$ cat src/rtl/ccff_bitstream_loader.sv
// Configuration-chain master: serializes host words LSB-first onto ccff_head and
// optionally re-shifts the same bitstream while checking the looped-back ccff_tail.
module ccff_bitstream_loader #(
  parameter int unsigned WORD_W = 8,
  parameter int unsigned LEN_W  = 16,
  parameter int unsigned ERR_W  = 16
) (
  input  logic              prog_clk,
  input  logic              prog_reset_n,
  input  logic              start,
  input  logic              abort,
  input  logic              verify_en,
  input  logic [LEN_W-1:0]  chain_len,
  input  logic [WORD_W-1:0] word_in,
  input  logic              word_valid,
  output logic              word_ready,
  output logic              ccff_head,
  output logic              shift_en,
  input  logic              ccff_tail,
  output logic              busy,
  output logic              done,
  output logic              mismatch,
  output logic [ERR_W-1:0]  mismatch_count
);

  localparam int unsigned CntW = $clog2(WORD_W + 1);

  typedef enum logic [1:0] {StIdle, StLoad, StVerify, StDone} state_e;

  state_e            state_q, state_d;
  logic [WORD_W-1:0] buf_q, buf_d;
  logic [CntW-1:0]   buf_cnt_q, buf_cnt_d;
  logic [LEN_W-1:0]  bits_left_q, bits_left_d;
  logic [LEN_W-1:0]  len_q, len_d;
  logic              verify_q, verify_d;
  logic              head_q, head_d;
  logic              shift_q, shift_d;
  logic              vbit_q, vbit_d;
  logic              done_q, done_d;
  logic              mis_q, mis_d;
  logic [ERR_W-1:0]  cnt_q, cnt_d;

  logic              active;
  logic              accept;
  logic              have_bit;
  logic              cur_bit;
  logic [LEN_W-1:0]  need;
  logic [CntW-1:0]   take;

  assign active     = (state_q == StLoad) || (state_q == StVerify);
  // Bits still to be fetched from the host beyond what the buffer already holds.
  assign need       = bits_left_q - LEN_W'(buf_cnt_q);
  assign word_ready = active && (buf_cnt_q <= CntW'(1)) && (bits_left_q > LEN_W'(buf_cnt_q));
  assign accept     = word_ready && word_valid;
  assign take       = (need >= LEN_W'(WORD_W)) ? CntW'(WORD_W) : CntW'(need);
  assign have_bit   = (buf_cnt_q != '0) || accept;
  assign cur_bit    = (buf_cnt_q != '0) ? buf_q[0] : word_in[0];

  always_comb begin
    state_d     = state_q;
    buf_d       = buf_q;
    buf_cnt_d   = buf_cnt_q;
    bits_left_d = bits_left_q;
    len_d       = len_q;
    verify_d    = verify_q;
    head_d      = head_q;
    shift_d     = 1'b0;
    vbit_d      = 1'b0;
    done_d      = 1'b0;
    mis_d       = mis_q;
    cnt_d       = cnt_q;

    if (abort) begin
      state_d   = StIdle;
      buf_d     = '0;
      buf_cnt_d = '0;
    end else begin
      // The fabric captures head_q on this edge; the tail shows the pass-1 bit now.
      if (shift_q && vbit_q && (ccff_tail != head_q)) begin
        mis_d = 1'b1;
        if (cnt_q != '1) cnt_d = cnt_q + ERR_W'(1);
      end

      unique case (state_q)
        StIdle: begin
          if (start) begin
            len_d       = chain_len;
            verify_d    = verify_en;
            bits_left_d = chain_len;
            mis_d       = 1'b0;
            cnt_d       = '0;
            buf_cnt_d   = '0;
            state_d     = (chain_len == '0) ? StDone : StLoad;
          end
        end
        StLoad, StVerify: begin
          if (have_bit) begin
            head_d      = cur_bit;
            shift_d     = 1'b1;
            vbit_d      = (state_q == StVerify);
            bits_left_d = bits_left_q - LEN_W'(1);
            if (buf_cnt_q != '0) begin
              buf_d     = buf_q >> 1;
              buf_cnt_d = buf_cnt_q - CntW'(1);
            end
            if (accept) begin
              if (buf_cnt_q != '0) begin
                buf_d     = word_in;
                buf_cnt_d = take;
              end else begin
                buf_d     = word_in >> 1;
                buf_cnt_d = take - CntW'(1);
              end
            end
            if (bits_left_q == LEN_W'(1)) begin
              if ((state_q == StLoad) && verify_q) begin
                state_d     = StVerify;
                bits_left_d = len_q;
              end else begin
                state_d = StDone;
              end
            end
          end
        end
        StDone: begin
          done_d  = 1'b1;
          state_d = StIdle;
        end
        default: state_d = StIdle;
      endcase
    end
  end

  always_ff @(posedge prog_clk or negedge prog_reset_n) begin
    if (!prog_reset_n) begin
      state_q     <= StIdle;
      buf_q       <= '0;
      buf_cnt_q   <= '0;
      bits_left_q <= '0;
      len_q       <= '0;
      verify_q    <= 1'b0;
      head_q      <= 1'b0;
      shift_q     <= 1'b0;
      vbit_q      <= 1'b0;
      done_q      <= 1'b0;
      mis_q       <= 1'b0;
      cnt_q       <= '0;
    end else begin
      state_q     <= state_d;
      buf_q       <= buf_d;
      buf_cnt_q   <= buf_cnt_d;
      bits_left_q <= bits_left_d;
      len_q       <= len_d;
      verify_q    <= verify_d;
      head_q      <= head_d;
      shift_q     <= shift_d;
      vbit_q      <= vbit_d;
      done_q      <= done_d;
      mis_q       <= mis_d;
      cnt_q       <= cnt_d;
    end
  end

  assign ccff_head      = head_q;
  assign shift_en       = shift_q;
  assign busy           = active;
  assign done           = done_q;
  assign mismatch       = mis_q;
  assign mismatch_count = cnt_q;

endmodule

$ cat config.mk
export PLATFORM = sky130hd
export DESIGN_NAME = ccff_bitstream_loader
export DESIGN_NICKNAME = d
export VERILOG_FILES = /design/src/rtl/ccff_bitstream_loader.sv
export SDC_FILE = /design/constraint.sdc
export NUM_CORES = 1
export LEC_CHECK = 0
export CORE_ASPECT_RATIO = 0.8
export CORE_UTILIZATION = 25
export CTS_CLUSTER_DIAMETER = 150
export DETAILED_ROUTE_END_ITERATION = 7
export GPL_ROUTABILITY_DRIVEN = 0
export PLACE_DENSITY_LB_ADDON = 0.05
export SETUP_SLACK_MARGIN = 0.4
export SLEW_MARGIN = 20
export SYNTH_ARGS = -nofsm -noshare
export SYNTH_HDL_FRONTEND = slang
export SYNTH_SLANG_ARGS = --single-unit
$ cat constraint.sdc
create_clock -name prog_clk -period 2.75 [get_ports prog_clk]
set_input_delay 0.275 -clock prog_clk [delete_from_list [all_inputs] [get_ports prog_clk]]
set_output_delay 0.275 -clock prog_clk [all_outputs]
set_load 0.02 [all_outputs]
==> impl_metrics.tcl <==
set metrics [dict create \
    outcome "complete, no violations" \
    grt_pass1_vias 3899 \
    num_rows 42 \
    final_cells 802 \
    yosys-top-cells-area "dfrtp_1, a21oi_1, nand2_1, nor2_1, o21ai_0" \
    grtUsageTotal_pct 15.0 \
    r2r-end "buf_cnt_q[0]" \
    fin_skew_ps 7.88 \
    ys_ff_latch 68 \
    setup_violations 0 \
    areaGrowthSynthToFinish_pct 39.4 \
    ys_warn_count 0 \
    crit-reg2reg-launch "buf_cnt_q[0]" \
    path_class "reg -> reg" \
    first_pass_iters 4 \
    reg2regPathDepth 9 \
    synth_edf_count 0 \
    place_inst 767 \
    fin_crit_sh_pct 92.6 \
    num-fill-cells 1714 \
    max_cap_violations 0 \
    sw_frac_of_total_pct 44.4 \
    syn_area_mm2 0.00437 \
    seqPwrFrac_pct 23.6 \
    antenna_left 0 \
    place_hpwl_um 8960 \
    use_met1_pct 21.3 \
    ctsHtreeMaxLevel 3 \
    tritoncts "built" \
    final_max_slew_viol_count 0 \
    relSlewSlack_pct 44.8 \
    grt_max_degree 47 \
    setup_ws_ps 205 \
    busiest_layer "met2" \
    rsz0062_at_grt "true" \
    clock-sinks 68 \
    drive_gt1_share_pct 25.4 \
    p_per_area_mw_per_mm2 1170 \
    numPortBuffers 52 \
    wirelength_um 12600 \
    drt_iter0_markers 182 \
    num_antenna_cells 0 \
    critPathLaunchType "register" \
    tightest_slew_ps 826 \
    nets 624 \
    ys_async_sr_fraction_pct 100 \
    grtUsageMet3_pct 3.47 \
    synth_cells 500 \
    synth.avg_cell_area_um2 8.75 \
    fin_util_pct 36.3 \
    p_comb_share_pct 57.9 \
    p_int_mw 3.97 \
    fp.dieW_um 150 \
    p_leak_nw 2.34 \
    cp.arrival_ps 2820 \
    clkLatencyLatePin_ps 340 \
    syn_nets 547 \
    design.core.area_mm2 0.0168 \
    dieArea_mm2 0.0180 \
    path_max_fanout 5 \
    ys.flop_type "dfrtp_1" \
    cp.required_ps 3030 \
    path_clk_slew_ps 60 \
    timing.hold.worst.class "in -> async" \
    die_h_um 120 \
    final_cell_mix "dfrtp_1, nand2_1, clkdlybuf4s50_1, nor2_1, buf_4" \
    final_common_cell "dfrtp_1" \
    synth_top_area_cell "dfrtp_1" \
    remaining_drc_errors 0 \
    antenna_found_initial 0 \
    dp_slack_ps 82.4 \
    crit_start "buf_cnt_q[0]" \
    avgViaCountPerCell 4.84 \
    hold_violations 0 \
    use_met2_pct 22.4 \
    crit_path_end_kind "register" \
    clockBufferDepth 2 \
    grt_pass1_wl_um 21000 \
    root_buffer "clkbuf_16" \
    synth_cell_types 60 \
    maxClockFrequency_mhz 393 \
    initial_utilization_pct 26.0 \
    cts_made_buffers 9 \
    yosysSeqAreaShare_pct 38.9 \
    pwr-share-clk_pct 18.6 \
    synth_top_area_share_pct 38.9 \
    p_sw_mw 3.16 \
    vdd_ir_drop_max_mv 0.423 \
    min_period_ps 2550 \
    grt.overflow.total 0 \
    pin_count 53 \
    wire_per_inst_um 15.7 \
    final.setup.tns_ps 0 \
    num_vias 3881 \
    r2r_setup_slack_ps 200 \
    timing.hold.ws_ps 456 \
]
-- synth_stat cells, types with 3 or more instances --
| master | n |
|---|---|
| o211ai_1 | 5 |
| clkbuf_1 | 15 |
| nor4_1 | 11 |
| nor2b_1 | 4 |
| dfrtp_1 | 68 |
| nor3_1 | 10 |
| a21oi_1 | 47 |
| xnor2_1 | 9 |
| nand4_1 | 9 |
| buf_2 | 8 |
| nand3_1 | 10 |
| nor2_1 | 58 |
| mux2_2 | 17 |
| ha_1 | 15 |
| o31ai_1 | 3 |
| o21ai_0 | 39 |
| inv_1 | 13 |
| a31oi_1 | 4 |
| nand2_1 | 62 |
| or3_1 | 4 |
| xor2_1 | 16 |
| or4_1 | 4 |
| nand2b_1 | 5 |
| and2_1 | 4 |
| mux2i_1 | 18 |
-- power groups by stage --
stage | logic (mW) | registers (mW) | clock network, mW
floorplan | 2.42 | 1.52 | 0
global placement | 3.21 | 1.66 | 0
detailed placement | 3.22 | 1.66 | 0
CTS | 3.65 | 1.66 | 1.37
global route | 4.50 | 1.74 | 1.39
finish | 4.13 | 1.68 | 1.32
-- flip-flops by register name, indices dropped and copies added, names as in the netlist --
register        flops
bits_left_q        16
len_q              16
mismatch_count     16
buf_q               8
buf_cnt_q           4
state_q             2
ccff_head           1
done                1
mismatch            1
shift_en            1
vbit_q              1
verify_q            1
-- stage by stage --
step	area [µm²]	power (mW)
2_1_floorplan	4400	3.93
3_3_place_gp	5250	4.87
3_5_place_dp	5250	4.88
4_1_cts	5850	6.67
5_1_grt	6100	7.63
6_report	6100	7.13
-- area by class of cell --
cell class              instances  area [µm²]  share of cell area, %
well taps                     220         275                   4.51
flip-flops and latches         68        1700                   27.9
clock buffers                  11         253                   4.15
clock inverters                 5        83.8                   1.37
repair buffers                 93         903                   14.8
inverters                      14        57.6                  0.944
multi-input cells             391        2820                   46.3
-- metal layers --
metal  share of wire, %  wire [µm]
met5                  0          0
met4                1.3        159
met3                3.9        487
met2                 44       5570
met1                 51       6390
-- how the worst max path moves through the flow --
| stage | endpoint | cells after the start |
|---|---|---|
| after floorplan | buf_cnt_q[0] | 10 |
| after global placement | buf_cnt_q[3] | 10 |
| after detailed placement | buf_cnt_q[3] | 10 |
| after CTS | buf_cnt_q[0] | 9 |
| after global routing | buf_cnt_q[0] | 10 |
| final | buf_cnt_q[0] | 9 |
-- critical path: stages (launching register included) --
cell and delay (ps):
dfrtp_1 400, ha_4 170, fa_2 330, nand2b_4 160, a211oi_4 230, o2111ai_2 130
or3_4 420, nand2b_4 160, or4_1 390, nand3_1 80
-- cell families (layout without fill, tap and decap cells) --
family | count (synthesis) | in the layout | synth area share (%)
DFF | 68 | 68 | 38.9
and+or+nand+nor | 195 | 195 | 22.0
AOI/OAI and AO/OA | 120 | 120 | 16.7
muxes | 35 | 35 | 8.50
adders and majority gates | 16 | 16 | 4.75
xor gates and xnor gates | 25 | 25 | 5.01
buffers and inverters | 41 | 123 | 4.09
-- repair_timing --
item	in CTS	in global routing
hold buffers	1	0
setup buffers	13	3
endpoints found under the setup margin	31	34
pin swaps	10	16
resized for setup	43	66
endpoints found under the hold margin	22	0
gates cloned	2	0
Power figures use the tool's default switching activity.
